`src/rtl/move_sequencer.sv`:
```
// Connect-4 move sequencer: validates a column choice, animates the falling piece,
// issues one board write, samples the win checker, then toggles turn or ends the game.
module move_sequencer #(
  parameter int COLS       = 7,
  parameter int ROWS       = 6,
  parameter int DROP_TICKS = 4
) (
  input  logic       clock,
  input  logic       reset,
  input  logic       place,
  input  logic [2:0] column,
  input  logic       win,
  output logic       ready,
  output logic       reject,
  output logic [1:0] turn,
  output logic       anim_valid,
  output logic [2:0] anim_row,
  output logic [2:0] anim_col,
  output logic       wr_en,
  output logic [2:0] wr_row,
  output logic [2:0] wr_col,
  output logic [1:0] wr_colour,
  output logic       game_over,
  output logic [1:0] winner,
  output logic       draw
);

  localparam int TW = (DROP_TICKS > 1) ? $clog2(DROP_TICKS) : 1;

  typedef enum logic [2:0] {S_IDLE, S_DROP, S_WRITE, S_CHECK, S_OVER} state_t;

  state_t          state_q, state_d;
  logic [2:0]      col_q, col_d;
  logic [2:0]      row_q, row_d;
  logic [2:0]      anim_q, anim_d;
  logic [TW-1:0]   tick_q, tick_d;
  logic [1:0]      turn_q, turn_d;
  logic [3:0]      height_q [COLS];
  logic [3:0]      height_d [COLS];
  logic [6:0]      count_q, count_d;
  logic            reject_q, reject_d;
  logic [1:0]      winner_q, winner_d;
  logic            draw_q, draw_d;
  logic [3:0]      sel_h;
  logic            col_ok;

  // Fill height of the requested column; out-of-range columns read as 0 and are refused below.
  always_comb begin
    sel_h = '0;
    for (int i = 0; i < COLS; i++) begin
      if ({1'b0, column} == 4'(i)) sel_h = height_q[i];
    end
    col_ok = ({1'b0, column} < 4'(COLS)) && (sel_h < 4'(ROWS));
  end

  always_comb begin
    state_d  = state_q;
    col_d    = col_q;
    row_d    = row_q;
    anim_d   = anim_q;
    tick_d   = tick_q;
    turn_d   = turn_q;
    height_d = height_q;
    count_d  = count_q;
    reject_d = 1'b0;
    winner_d = winner_q;
    draw_d   = draw_q;
    case (state_q)
      S_IDLE: begin
        if (place) begin
          if (col_ok) begin
            col_d   = column;
            row_d   = sel_h[2:0];
            anim_d  = 3'(ROWS - 1);
            tick_d  = '0;
            state_d = S_DROP;
          end else begin
            reject_d = 1'b1;
          end
        end
      end
      S_DROP: begin
        if (tick_q == TW'(DROP_TICKS - 1)) begin
          tick_d = '0;
          if (anim_q == row_q) state_d = S_WRITE;
          else                 anim_d  = anim_q - 3'd1;
        end else begin
          tick_d = tick_q + 1'b1;
        end
      end
      S_WRITE: begin
        for (int i = 0; i < COLS; i++) begin
          if (col_q == 3'(i)) height_d[i] = height_q[i] + 4'd1;
        end
        count_d = count_q + 7'd1;
        state_d = S_CHECK;
      end
      S_CHECK: begin
        if (win) begin
          winner_d = turn_q;
          state_d  = S_OVER;
        end else if (count_q == 7'(ROWS * COLS)) begin
          draw_d  = 1'b1;
          state_d = S_OVER;
        end else begin
          turn_d  = ~turn_q;
          state_d = S_IDLE;
        end
      end
      S_OVER:  state_d = S_OVER;
      default: state_d = S_IDLE;
    endcase
  end

  always_ff @(posedge clock) begin
    if (reset) begin
      state_q  <= S_IDLE;
      col_q    <= '0;
      row_q    <= '0;
      anim_q   <= '0;
      tick_q   <= '0;
      turn_q   <= 2'b01;
      count_q  <= '0;
      reject_q <= 1'b0;
      winner_q <= 2'b00;
      draw_q   <= 1'b0;
      for (int i = 0; i < COLS; i++) height_q[i] <= '0;
    end else begin
      state_q  <= state_d;
      col_q    <= col_d;
      row_q    <= row_d;
      anim_q   <= anim_d;
      tick_q   <= tick_d;
      turn_q   <= turn_d;
      count_q  <= count_d;
      reject_q <= reject_d;
      winner_q <= winner_d;
      draw_q   <= draw_d;
      for (int i = 0; i < COLS; i++) height_q[i] <= height_d[i];
    end
  end

  // Position/write fields are forced to zero outside their qualifying state.
  always_comb begin
    ready      = (state_q == S_IDLE);
    reject     = reject_q;
    turn       = turn_q;
    anim_valid = (state_q == S_DROP);
    anim_row   = anim_valid ? anim_q : 3'd0;
    anim_col   = anim_valid ? col_q  : 3'd0;
    wr_en      = (state_q == S_WRITE);
    wr_row     = wr_en ? row_q  : 3'd0;
    wr_col     = wr_en ? col_q  : 3'd0;
    wr_colour  = wr_en ? turn_q : 2'b00;
    game_over  = (state_q == S_OVER);
    winner     = winner_q;
    draw       = draw_q;
  end

endmodule
```
`config.mk`:
```
export PLATFORM = sky130hd
export DESIGN_NAME = move_sequencer
export DESIGN_NICKNAME = d
export VERILOG_FILES = /design/src/rtl/move_sequencer.sv
export SDC_FILE = /design/constraint.sdc
export NUM_CORES = 1
export LEC_CHECK = 0
export BUFFER_PORTS_ARGS = -buffer_cell sky130_fd_sc_hd__buf_2
export CORE_ASPECT_RATIO = 1.1
export CORE_MARGIN = 3
export CORE_UTILIZATION = 58
export DETAILED_ROUTE_END_ITERATION = 12
export PLACE_DENSITY = 0.79
export RECOVER_POWER = 50
export SLEW_MARGIN = 10
export SYNTH_ARGS = -nofsm -noshare
export SYNTH_HDL_FRONTEND = slang
export SYNTH_SLANG_ARGS = --single-unit
```
`constraint.sdc`:
```
create_clock -name clock -period 2.2 [get_ports clock]
set_input_delay 0.11 -clock clock [delete_from_list [all_inputs] [get_ports clock]]
set_output_delay 0.11 -clock clock [all_outputs]
set_load 0.01 [all_outputs]
```
# Word-level counts from Yosys, hierarchy flattened
# Index checks and enable logic that the tools add are counted.
# W data, S select, Z words.
# totals
ff_bits,55
inputBits,7
out_inout_bits,24
wordCells,107
# op_classes
addsub,10
order_cmp,2
eq_ne,24
n_mux,29
n_bitwise,5
reduce_logical,20
# op_table
cell,n
$mux W3,14
$add A4 B1 Y4 const B,7
$mux W4,7
$eq A3 B3 Y1 const B,7
$eq A3 B2 Y1 const B,6
$reduce_and A2 Y1,8
$pmux W3 S5,1
$reduce_and A3 Y1,4
$eq A3 B1 Y1 const B,3
$logic_not A3 Y1,3
$mux W2,4
$add A7 B1 Y7 const B,1
$eq A7 B6 Y1 const B,1
$ne A2 B1 Y1 const B,3
$pmux W3 S2,1
$reduce_and A5 Y1,1
$lt A4 B3 Y1 const B,1
$ne A2 B2 Y1 const B,2
$not A1 Y1,4
$pmux W2 S2,1
$reduce_and A4 Y1,1
$eq A3 B3 Y1,1
$lt A3 B3 Y1 const B,1
$reduce_or A3 Y1,1
7 further kinds,7

# Depth between registers and ports, before layout
# logic_depth
word_depth,13
ltp_mapped,7
ltp_nobuf,7

# Worst setup path before layout
# OpenSTA, ideal clock, no wires.
# synth_path
path_type,flip-flop to flip-flop
from,register state_q[0]
to,register row_q[0]
setup_ns,0.121
arrival_time_ns,1.879
required_ns,2.079
slack_ns,0.200
stages_incl_launch_ff,8
path_buffers,1
synth_period_minus_slack_ns,2.000
path_cell_list,dfxtp_1 > buf_4 > or3_4 > clkinv_4 > nand2_4 > or3_4 > nor3_4 > mux2_4
# synth_via
elab_chain_len,2
# synth_lines
item,line_no,source
from (decl),32,"state_t state_q, state_d;"
from (signal assigned),129,state_q <= state_d;
$logic_not A3 Y1,-,
named net ready,13,"output logic ready,"
$reduce_and A3 Y1 (no source line),-,
to (signal assigned),131,row_q <= row_d;
to (decl),34,"logic [2:0] row_q, row_d;"
# The timed path passes the listed nets, and every way through them passes these cells.
# A chain may end at the register's enable or synchronous reset.

# Final worst setup path
# layout_path
from,register height_q[15] (netlist name)
to,register row_q[0]
# layout_via
elab_chain_len,7
# layout_lines
item,line_no,source
from (decl),38,logic [3:0] height_q [COLS];
$mux W4 (4 in series),51,"if ({1'b0, column} == 4'(i)) sel_h = height_q[i];"
$lt A4 B3 Y1,53,"col_ok = ({1'b0, column} < 4'(COLS)) && (sel_h < 4'(ROWS));"
$logic_and A1 B1 Y1,53,
$reduce_and A3 Y1 (no source line),-,
# No other way between the ends.

==> impl_results.md <==
* Area leader, netlist: dfxtp_1
* WP data arrival at 2.25 ns
* First-pass detailed-route iteration total at 4
* Row cnt at 26
* Post-CTS sizing at 0
* Total GRT Usage at 21.0%
* GPL Wtd Cong at a little under 0.9
* Fmax at 489 MHz
* Mapped Cells at 326
* WL/cell at 14.2 um
* CP required at between 2 and 2.5 ns
* Unrepaired setup endpoints after global routing: false
* Die width at 73.4 um
* Status: finished clean
* Clock root buffer: clkbuf_8
* Sequential fraction of the synthesis area at 38.0%
* I/O pin total at 31
* Via count at 2401
* Leakage at 0.00128 uW
* CTS Buf Count at 5
* Tot Pwr at between 1500 and 2000 uW
* Syn Nets at 344
* Crit end category: flip-flop
* Least-Margin Pin Slew at 0.564 ns
* H-tree Lvls at 2
* Crit-path max FO at 5
* Total gr overflow at 0
* Period utilisation layout at 92.9%
* # hold bufs at CTS at 0
* Final Hold Vio Count at 0
* Wirelength, routed at 5840 um
* EDFF count, synth at 0
* NumNets Final at roughly 370
* Synth Cell Area at 0.00290 sq mm
* Post-route insts no fill at between 400 and 500
* First-pass GRT wire length at 9820 um
* DRC Markers at 0
* DIE AREA at approximately 0.0059 sq mm
* Antenna violations before repair at 0
* Cell Int Power at 1300 uW
* Vias in the first global route at about 2200
* Core Footprint at 0.00475 sq mm
* Largest cells by area after synthesis: dfxtp_1 (38%), xor2_1 (6.6%), nor2_1 (5.3%)
* Die H at 80.2 um
* Final setup vio count at 0
* Placed cell count at about 400
* Yosys reg bits at 55
* CTS tree: built
* Peak VDD IR at around 420 uV
* Distinct cells, synth at between 50 and 60
* Max_cap viols at 0
* Sw Ratio at 26.1%
* Clock slew at reported path FFs at 0.10 ns
* Initial Utilization at about three fifths
* Clock Tree Buf Depth at 2
* Critical path type: flip-flop to flip-flop
* Share of post-route cells with drive strength above 1 at 14.9%
* Most used DFF post-synth: dfxtp_1
* Post-CTS Setup Inserts at 0
* Max Clock Skew at 0.0145 ns
* Clk sinks at 55
* Setup_tns at 0 ns
* Initial drt markers at 144
* Top-area cell type share of the netlist area at 38.0%
* Hold WC Path Type: input port to flip-flop
* Logic pwr share at under 10%
* Dpl hpwl at 4230 um
* Antenna Nets Post-Route at 0
* Critical path startpoint category: flip-flop
* Port buffer count at 30
* PD cells at 557 mW/mm^2
* Sequential Power Share at 58.5%
* Antenna diode count at 0
* Switching Power at approximately 460 uW
* Yosys warnings at 0
* Routed vias/inst at ~6
* Clock network power share at 32.7%
* Worst skew pair latency at approximately 0.32 ns
* Avg Synthesized Cell Area at about 9 sq um
* Area grow syn2layout at 9.19%
* Slew margin rel. at 62.4%
* Tmin final at 2.04 ns
* Post-synth ARST share at 0%
* Pin count of the biggest net entering global routing at 27
* Slew Limit Fails at 0
## cell families after synthesis
logic type | count (synthesis) | share of synthesized area [%]
buf+inv | 29 | 4.49
flops | 55 | 38.0
compound gates | 48 | 11.1
fa+ha+maj | 11 | 4.75
mux | 16 | 7.29
xor+xnor | 29 | 8.76
simple gates | 138 | 25.6
## flip-flops by register name (all words and copies together), names as in the netlist
| register | cells |
|---|---|
| height_q | 28 |
| tick_q | 2 |
| state_q | 3 |
| winner | 2 |
| draw | 1 |
| anim_q | 3 |
| count_q | 7 |
| col_q | 3 |
| row_q | 3 |
| turn | 2 |
| reject | 1 |
## routing by layer
metal	vias up	wire [um]	global-route usage, %
met4	0	81	7.07
met2	71	2790	35.8
met1	1123	2690	26.5
met3	11	270	4.01
met5	-	0	0
li1	1196	-	-
## through the flow
step	setup slack (ns)	cell area (sq um)	hold WS, ns	util (%)
3_3_place_gp	0.196	3110	0.407	65.5
3_5_place_dp	0.155	3110	0.402	65.5
6_report	0.157	3170	0.0782	66.6
2_1_floorplan	0.200	2900	0.238	-
4_1_cts	0.170	3200	0.0618	67.5
5_1_grt	0.106	3170	0.0797	66.6
## Yosys cell counts, types with 3 or more instances
| cell type | count |
|---|---|
| o21a_1 | 3 |
| clkbuf_1 | 11 |
| nor2_1 | 41 |
| o31ai_1 | 3 |
| a21oi_1 | 14 |
| or3_1 | 4 |
| o22ai_1 | 3 |
| and2_1 | 10 |
| nand2_1 | 22 |
| nor2b_1 | 8 |
| mux4_2 | 3 |
| nand4_1 | 8 |
| a31oi_1 | 3 |
| ha_1 | 11 |
| inv_1 | 9 |
| o21ai_0 | 7 |
| mux2i_1 | 8 |
| and3_1 | 12 |
| dfxtp_1 | 55 |
| buf_1 | 3 |
| xnor2_1 | 7 |
| xor2_1 | 22 |
| nand3_1 | 15 |
| a211oi_1 | 3 |
| nor3_1 | 4 |
## power by group through the flow
stage	clock network, uW	registers [uW]	logic, uW
2_1_floorplan	0	1050	119
5_1_grt	629	1030	173
3_3_place_gp	0	1050	154
6_report	577	1030	155
4_1_cts	593	1030	157
3_5_place_dp	0	1050	157
## layout by cell type, fill, tap and decap left out, types with 4 or more instances in the layout
cell type	n
clkbuf_1	10
dfxtp_1	55
clkbuf_8	5
and3_1	12
nand4_1	8
and2_1	7
o21ai_0	7
buf_2	22
nor2b_1	8
buf_4	8
xor2_1	22
nor2_1	41
or3_1	4
a21oi_1	14
inv_1	9
nand2_1	22
nor3_1	4
mux2i_1	8
xnor2_1	7
ha_1	11
nand3_1	15
## area by class of cell
type,instances,area [sq um]
clock inverters,3,25.0
well taps,56,70.1
inverters,11,46.3
repair buffers,40,208
multi-input cells,242,1650
flip-flops and latches,55,1100
clock buffers,5,68.8
fillers,406,1580
## worst paths after layout
kind	endpoint	cells past startpoint	slack, ns	startpoint
worst min register to register	winner[0]$_SDFFE_PP0P_	2	0.47	winner[0]$_SDFFE_PP0P_
worst max-delay path	row_q[0]$_SDFFE_PP0P_	5	0.16	height_q[15]$_SDFFE_PP0P_
worst max register to register	row_q[0]$_SDFFE_PP0P_	5	0.16	height_q[15]$_SDFFE_PP0P_
worst min-delay path	reject$_SDFF_PP0_	3	0.08	place
## worst max-delay path, stage by stage, from the launching register on
cell     delay, ns
dfxtp_1       0.33
mux4_2        0.45
nor2b_1       0.18
or3_4         0.38
nor3_4        0.26
mux2_4        0.33
Note: power is estimated with default switching activity, not from simulation.
